--- config.mk ---
export PLATFORM = sky130hd
export DESIGN_NAME = regfile_write_arbiter_flat
export DESIGN_NICKNAME = d
export VERILOG_FILES = /design/src/rtl/regfile_write_arbiter_if.sv /design/src/rtl/regfile_write_arbiter.sv /design/src/flat_wrapper.sv
export SDC_FILE = /design/constraint.sdc
export NUM_CORES = 1
export LEC_CHECK = 0
export ABC_AREA = 1
export CAP_MARGIN = 20
export CORE_MARGIN = 2
export CORE_UTILIZATION = 50
export CTS_BUF_LIST = sky130_fd_sc_hd__clkbuf_8
export DETAILED_ROUTE_END_ITERATION = 10
export GPL_ROUTABILITY_DRIVEN = 0
export GPL_TIMING_DRIVEN = 0
export MAX_ROUTING_LAYER = met4
export PLACE_DENSITY = 0.82
export SYNTH_ARGS = -nofsm -noshare
export SYNTH_HDL_FRONTEND = slang
export SYNTH_SLANG_ARGS = --single-unit
--- constraint.sdc ---
create_clock -name clk -period 1.48 [get_ports clk]
set_input_delay 0.296 -clock clk [delete_from_list [all_inputs] [get_ports clk]]
set_output_delay 0.296 -clock clk [all_outputs]
set_load 0.005 [all_outputs]
--- src/rtl/regfile_write_arbiter_if.sv ---
// Writeback requester handshakes, register-file write port and stall-logic probe
// shared between the write arbiter and its neighbours.
interface regfile_write_arbiter_if #(
  parameter int WIDTH  = 64,
  parameter int ADDR_W = 5
);
  logic              req0_valid;
  logic              req0_ready;
  logic [ADDR_W-1:0] req0_addr;
  logic [WIDTH-1:0]  req0_data;
  logic              req1_valid;
  logic              req1_ready;
  logic [ADDR_W-1:0] req1_addr;
  logic [WIDTH-1:0]  req1_data;
  logic              writeEnable;
  logic [ADDR_W-1:0] writeAddr;
  logic [WIDTH-1:0]  writeData;
  logic [ADDR_W-1:0] readAddr;
  logic              pendingMatch;

  modport master (
    output req0_valid, req0_addr, req0_data,
    output req1_valid, req1_addr, req1_data,
    output readAddr,
    input  req0_ready, req1_ready,
    input  writeEnable, writeAddr, writeData,
    input  pendingMatch
  );

  modport slave (
    input  req0_valid, req0_addr, req0_data,
    input  req1_valid, req1_addr, req1_data,
    input  readAddr,
    output req0_ready, req1_ready,
    output writeEnable, writeAddr, writeData,
    output pendingMatch
  );
endinterface

--- src/rtl/regfile_write_arbiter.sv ---
// Two-requester register-file write arbiter: one holding slot per requester,
// round-robin grant between occupied slots, registered write port.
module regfile_write_arbiter #(
  parameter int WIDTH    = 64,
  parameter int ADDR_W   = 5,
  parameter int ZERO_REG = 31
) (
  input  logic                    clk,
  input  logic                    reset,
  input  logic                    flush,
  regfile_write_arbiter_if.slave  bus
);
  localparam logic [ADDR_W-1:0] ZERO_ADDR = ADDR_W'(ZERO_REG);

  logic [1:0]        req_valid;
  logic [1:0]        req_ready;
  logic [ADDR_W-1:0] req_addr [2];
  logic [WIDTH-1:0]  req_data [2];

  logic [1:0]        slot_valid;
  logic [ADDR_W-1:0] slot_addr [2];
  logic [WIDTH-1:0]  slot_data [2];
  logic [1:0]        grant;

  logic              ptr_reg;
  logic              write_en_reg;
  logic [ADDR_W-1:0] write_addr_reg;
  logic [WIDTH-1:0]  write_data_reg;

  logic              issue;
  logic [ADDR_W-1:0] grant_addr;
  logic [WIDTH-1:0]  grant_data;
  logic              pending_next;

  assign req_valid[0] = bus.req0_valid;
  assign req_valid[1] = bus.req1_valid;
  assign req_addr[0]  = bus.req0_addr;
  assign req_addr[1]  = bus.req1_addr;
  assign req_data[0]  = bus.req0_data;
  assign req_data[1]  = bus.req1_data;

  assign bus.req0_ready = req_ready[0];
  assign bus.req1_ready = req_ready[1];

  // Pointer names the requester that wins when both slots are occupied.
  assign grant[0] = slot_valid[0] & (~slot_valid[1] | ~ptr_reg);
  assign grant[1] = slot_valid[1] & (~slot_valid[0] |  ptr_reg);

  // A grant in the flush cycle is dropped along with the slot contents.
  assign issue      = (|grant) & ~flush;
  assign grant_addr = grant[1] ? slot_addr[1] : slot_addr[0];
  assign grant_data = grant[1] ? slot_data[1] : slot_data[0];

  generate
    for (genvar gi = 0; gi < 2; gi++) begin : g_slot
      logic              valid_reg;
      logic [ADDR_W-1:0] addr_reg;
      logic [WIDTH-1:0]  data_reg;
      logic              take;

      // A granted slot frees up in the same cycle, so it can be refilled back-to-back.
      assign req_ready[gi]  = ~reset & ~flush & (~valid_reg | grant[gi]);
      assign take           = req_valid[gi] & req_ready[gi];
      assign slot_valid[gi] = valid_reg;
      assign slot_addr[gi]  = addr_reg;
      assign slot_data[gi]  = data_reg;

      always_ff @(posedge clk) begin
        if (reset) begin
          valid_reg <= 1'b0;
          addr_reg  <= '0;
          data_reg  <= '0;
        end else if (flush) begin
          valid_reg <= 1'b0;
        end else if (take) begin
          valid_reg <= 1'b1;
          addr_reg  <= req_addr[gi];
          data_reg  <= req_data[gi];
        end else if (grant[gi]) begin
          valid_reg <= 1'b0;
        end
      end
    end
  endgenerate

  always_ff @(posedge clk) begin
    if (reset) begin
      ptr_reg        <= 1'b0;
      write_en_reg   <= 1'b0;
      write_addr_reg <= '0;
      write_data_reg <= '0;
    end else if (issue) begin
      ptr_reg        <= grant[0];
      write_en_reg   <= (grant_addr != ZERO_ADDR);
      write_addr_reg <= grant_addr;
      write_data_reg <= grant_data;
    end else begin
      write_en_reg   <= 1'b0;
    end
  end

  assign bus.writeEnable = write_en_reg;
  assign bus.writeAddr   = write_addr_reg;
  assign bus.writeData   = write_data_reg;

  always_comb begin
    pending_next = 1'b0;
    if (bus.readAddr != ZERO_ADDR) begin
      pending_next = (slot_valid[0] && slot_addr[0] == bus.readAddr) ||
                     (slot_valid[1] && slot_addr[1] == bus.readAddr) ||
                     (write_en_reg  && write_addr_reg == bus.readAddr);
    end
  end

  assign bus.pendingMatch = pending_next;
endmodule

--- src/flat_wrapper.sv ---
// flat-port wrapper written by rule: the top's interface ports become plain ports
module regfile_write_arbiter_flat 
#(
  parameter int WIDTH    = 64,
  parameter int ADDR_W   = 5,
  parameter int ZERO_REG = 31
)
  (clk, reset, flush, bus_req0_valid, bus_req0_addr, bus_req0_data, bus_req1_valid, bus_req1_addr, bus_req1_data, bus_readAddr, bus_req0_ready, bus_req1_ready, bus_writeEnable, bus_writeAddr, bus_writeData, bus_pendingMatch);
  regfile_write_arbiter_if #(.WIDTH(WIDTH), .ADDR_W(ADDR_W)) bus_i ();
  input  logic clk;
  input  logic reset;
  input  logic flush;
  input wire logic [$bits(bus_i.req0_valid)-1:0] bus_req0_valid;
  input wire logic [$bits(bus_i.req0_addr)-1:0] bus_req0_addr;
  input wire logic [$bits(bus_i.req0_data)-1:0] bus_req0_data;
  input wire logic [$bits(bus_i.req1_valid)-1:0] bus_req1_valid;
  input wire logic [$bits(bus_i.req1_addr)-1:0] bus_req1_addr;
  input wire logic [$bits(bus_i.req1_data)-1:0] bus_req1_data;
  input wire logic [$bits(bus_i.readAddr)-1:0] bus_readAddr;
  output wire logic [$bits(bus_i.req0_ready)-1:0] bus_req0_ready;
  output wire logic [$bits(bus_i.req1_ready)-1:0] bus_req1_ready;
  output wire logic [$bits(bus_i.writeEnable)-1:0] bus_writeEnable;
  output wire logic [$bits(bus_i.writeAddr)-1:0] bus_writeAddr;
  output wire logic [$bits(bus_i.writeData)-1:0] bus_writeData;
  output wire logic [$bits(bus_i.pendingMatch)-1:0] bus_pendingMatch;
  assign bus_i.req0_valid = bus_req0_valid;
  assign bus_i.req0_addr = bus_req0_addr;
  assign bus_i.req0_data = bus_req0_data;
  assign bus_i.req1_valid = bus_req1_valid;
  assign bus_i.req1_addr = bus_req1_addr;
  assign bus_i.req1_data = bus_req1_data;
  assign bus_i.readAddr = bus_readAddr;
  assign bus_req0_ready = bus_i.req0_ready;
  assign bus_req1_ready = bus_i.req1_ready;
  assign bus_writeEnable = bus_i.writeEnable;
  assign bus_writeAddr = bus_i.writeAddr;
  assign bus_writeData = bus_i.writeData;
  assign bus_pendingMatch = bus_i.pendingMatch;
  regfile_write_arbiter #(.WIDTH(WIDTH), .ADDR_W(ADDR_W), .ZERO_REG(ZERO_REG)) u_core (.clk(clk), .reset(reset), .flush(flush), .bus(bus_i));
endmodule
==> summary.txt <==
Logic synthesis
  • Synth area leader: dfxtp_1
  • Netlist cell types: 19
  • Avg Cell Area, Syn: around 7.6 µm²
  • Yosys warning count: 0
  • Mapped Nets: ~1200
  • Ranking of synthesized cells by area: dfxtp_1, a21oi_1, nand2_1, o21ai_1, nand3_1
  • Post-synthesis sequential area ratio: about half
  • Yosys top cell area share: about half
  • Post-synthesis cell area: 8332 µm²
  • Register bit total from synthesis: 211
  • Cells after Synth: around 1100

Floorplan
  • Die Width: ~130 µm
  • Die Ht: ~130 µm
  • Core area: approximately 16000 µm²
  • Std-Cell Rows: 47
  • IO Pins: approximately 220
  • Die ar.: 17710 µm²
  • Starting Density: between 50% and 60%

Routing
  • DR WL/cell: ~16 µm
  • First-pass iteration count of the detailed router: 5
  • DR vias/cell: 5.345
  • Max layer used: met4
  • DR vias: between 8000 and 9000
  • M1 WL: 10.93 mm
  • DR WL met3: ~2.0 mm
  • ANT nets after route: 0
  • Initial DRC Count: roughly 700
  • WL met2: approximately 13 mm
  • Final WL: 26.31 mm
  • # DRC: 0

Pwr
  • LEAKAGE: 4.786 nW
  • PwrDens: a little over 1000 nW/µm²
  • Pwr Total: between 10 and 15 mW
  • Worst vdd ir: approximately 0.00070 V

Layout
  • Fillers: roughly 1300
  • Number of flip-flops in the largest register: 128
  • Synthesis-to-layout area growth: 46.58%
  • Footprint of the multi-input gates: around 3500 µm²
  • Reg area: around 4300 µm²
  • Post-route non-filler standard cell count: ~1600
  • Layout net count: between 1500 and 2000
  • Fraction of layout cells with a size suffix above 1: 16.62%
  • Most common cell after layout, fill and taps aside: a21oi_1
  • Most frequent cells in the layout: a21oi_1, nand2_1, dfxtp_1

Critical path
  • FF-to-FF setup slack: -0.17 ns
  • Crit. Startpoint: u_core.g_slot[0].addr_reg[3]$_SDFFE_PP0P_
  • Reg-to-Reg Start: u_core.ptr_reg$_SDFFE_PP0P_
  • Max FO, Critical Path: 3
  • Critical path class: reg -> out
  • Critical-path cell list: inv_2, nand2_1, nand2_1, nor2_1, nand3_1, nand3_1, nand2_1, inv_1, buf_2
  • Slowest cell delay on critical path: 0.36 ns
  • Most used cell, CP: nand2_1
  • Worst Path Arrival: ~1.5 ns
  • Worst Setup End Kind: output pin
  • Worst Path Required: approximately 1.2 ns
  • Critical Path Start Type: flip-flop
  • CP max stage cell: dfxtp_2
  • Reg2reg path depth: 8
  • Reg2reg end: u_core.bus.writeData[16]$_SDFFE_PP0P_

Global routing
  • First-pass GRT wire length: 40.32 mm
  • Largest net degree at the start of global routing: 11
  • Vias in the first global route: a little over 8000
  • Antenna violations before repair: 3
  • Overflow after GRT: 0
  • Gr usage total: between 20 and 30%

CTS
  • H-tree depth: 2
  • Sinks on the clock net: between 200 and 250
  • Worst-Skew Late Latency: ~0.50 ns
  • Clock Pin Slew Worst Setup and Hold Paths: 0.06 ns
  • Clock tree root buffer cell: clkbuf_8
  • CTS tree: yes
  • Total CTS buffers: 36
  • Max clock buf depth: 3

Outcome
  • Failing checks: setup timing
  • Status: finished, violations left

Placed design
  • # port buffers: 219
  • Detailed placement HPWL: 17.84 mm
  • Placed insts: 1529

Timing
  • Final Hold Viols: 0
  • Setup-failing EPs final: 140
  • Fraction of the cycle the final worst path needs: 122.5%
  • Worst-Margin Slew: around 0.8 ns
  • FMAX: about 0.55 GHz
  • Clock skew: ~0.0098 ns
  • Relative slew margins: a little under half
  • Final Max Tran Viols: 0
  • Final worst slack: -0.3325 ns
  • RSZ-0062 raised after global routing: yes
  • Tmin final: between 1.5 and 2 ns

Min path
  • Hold Path End: u_core.g_slot[0].valid_reg$_SDFFE_PP0P_
  • WHS Path Cells: 4
  • Hold_sp: reset
  • HP Class: in -> reg

Run
  • Max cap viols: 0
==> power by group <==
part | internal, mW | total (mW) | switching, mW | leakage, nW
logic | 0.677 | 1.33 | 0.657 | 2.64
registers | 5.86 | 5.93 | 0.0727 | 1.73
clock network | 2.91 | 5.15 | 2.24 | 0.419
==> Yosys cell counts (all sizes together) <==
library cell    n
a21oi         268
dfxtp         211
nand2         191
o21ai         147
inv            91
nand3          76
buf            68
clkbuf         21
nor2           15
a311oi          1
nor3            1
==> layer usage <==
metal  GRT usage (%)  up-vias
met5               -        -
met4           10.75        0
met2           47.70      333
li1                -     4212
met1           35.82     4028
met3           5.939       49
==> cells by family (layout without fill, tap and decap cells) <==
group,after synthesis,in the layout,share of synthesized area (%)
compound gates,416,416,25.08
buf+inv,180,480,10.20
flops,211,211,50.70
other cells,0,3,0
simple gates,283,283,14.03
==> worst max-delay path by stage <==
stage          cells after the start                                         end
5_1_grt                            9                            bus_pendingMatch
3_5_place_dp                      10                            bus_pendingMatch
3_3_place_gp                      10                            bus_pendingMatch
4_1_cts                            9                            bus_pendingMatch
2_1_floorplan                      9  u_core.g_slot[0].data_reg[34]$_SDFFE_PP0P_
6_report                           9                            bus_pendingMatch
==> per-stage QoR <==
step                      setup slack [ns]  utilization (%)  instance area, µm²  hold WS [ns]  TNS [ns]
final                              -0.3325            74.44               12210        0.2281    -10.09
after global routing               -0.4552            74.44               12210        0.2384    -18.33
after CTS                          -0.3251            71.65               11760        0.1659    -5.580
after detailed placement           -0.8239            65.82               10800        0.4437    -63.55
after global placement             -0.8275            65.82               10800        0.4370    -59.93
after floorplan                     0.2093                -                8332        0.4291         0
==> layout make-up <==
| type | instances | area share [%] |
|---|---|---|
| multi-input cells | 699 | 28.91 |
| inverters | 91 | 2.797 |
| flip-flops and latches | 211 | 34.88 |
| clock buffers | 42 | 4.733 |
| clock inverters | 19 | 1.024 |
| diodes | 3 | 0.06147 |
| repair buffers | 239 | 19.45 |
| plain buffers | 89 | 5.881 |
| well taps | 220 | 2.254 |
==> timing repair <==
item                       4_1_cts  5_1_grt
hold buffers                     0        0
gates cloned                     2        5
resized for setup              187       96
buffers inserted                 7        6
pin swaps                       12        9
setup endpoints to repair      148      200
==> worst max-delay path, delay by kind of cell (launching register included) <==
family	cells	cell delay (ns)
flops	1	0.36
simple gates	6	0.46
buf+inv	3	0.21
(Power assumes the default switching activity.)
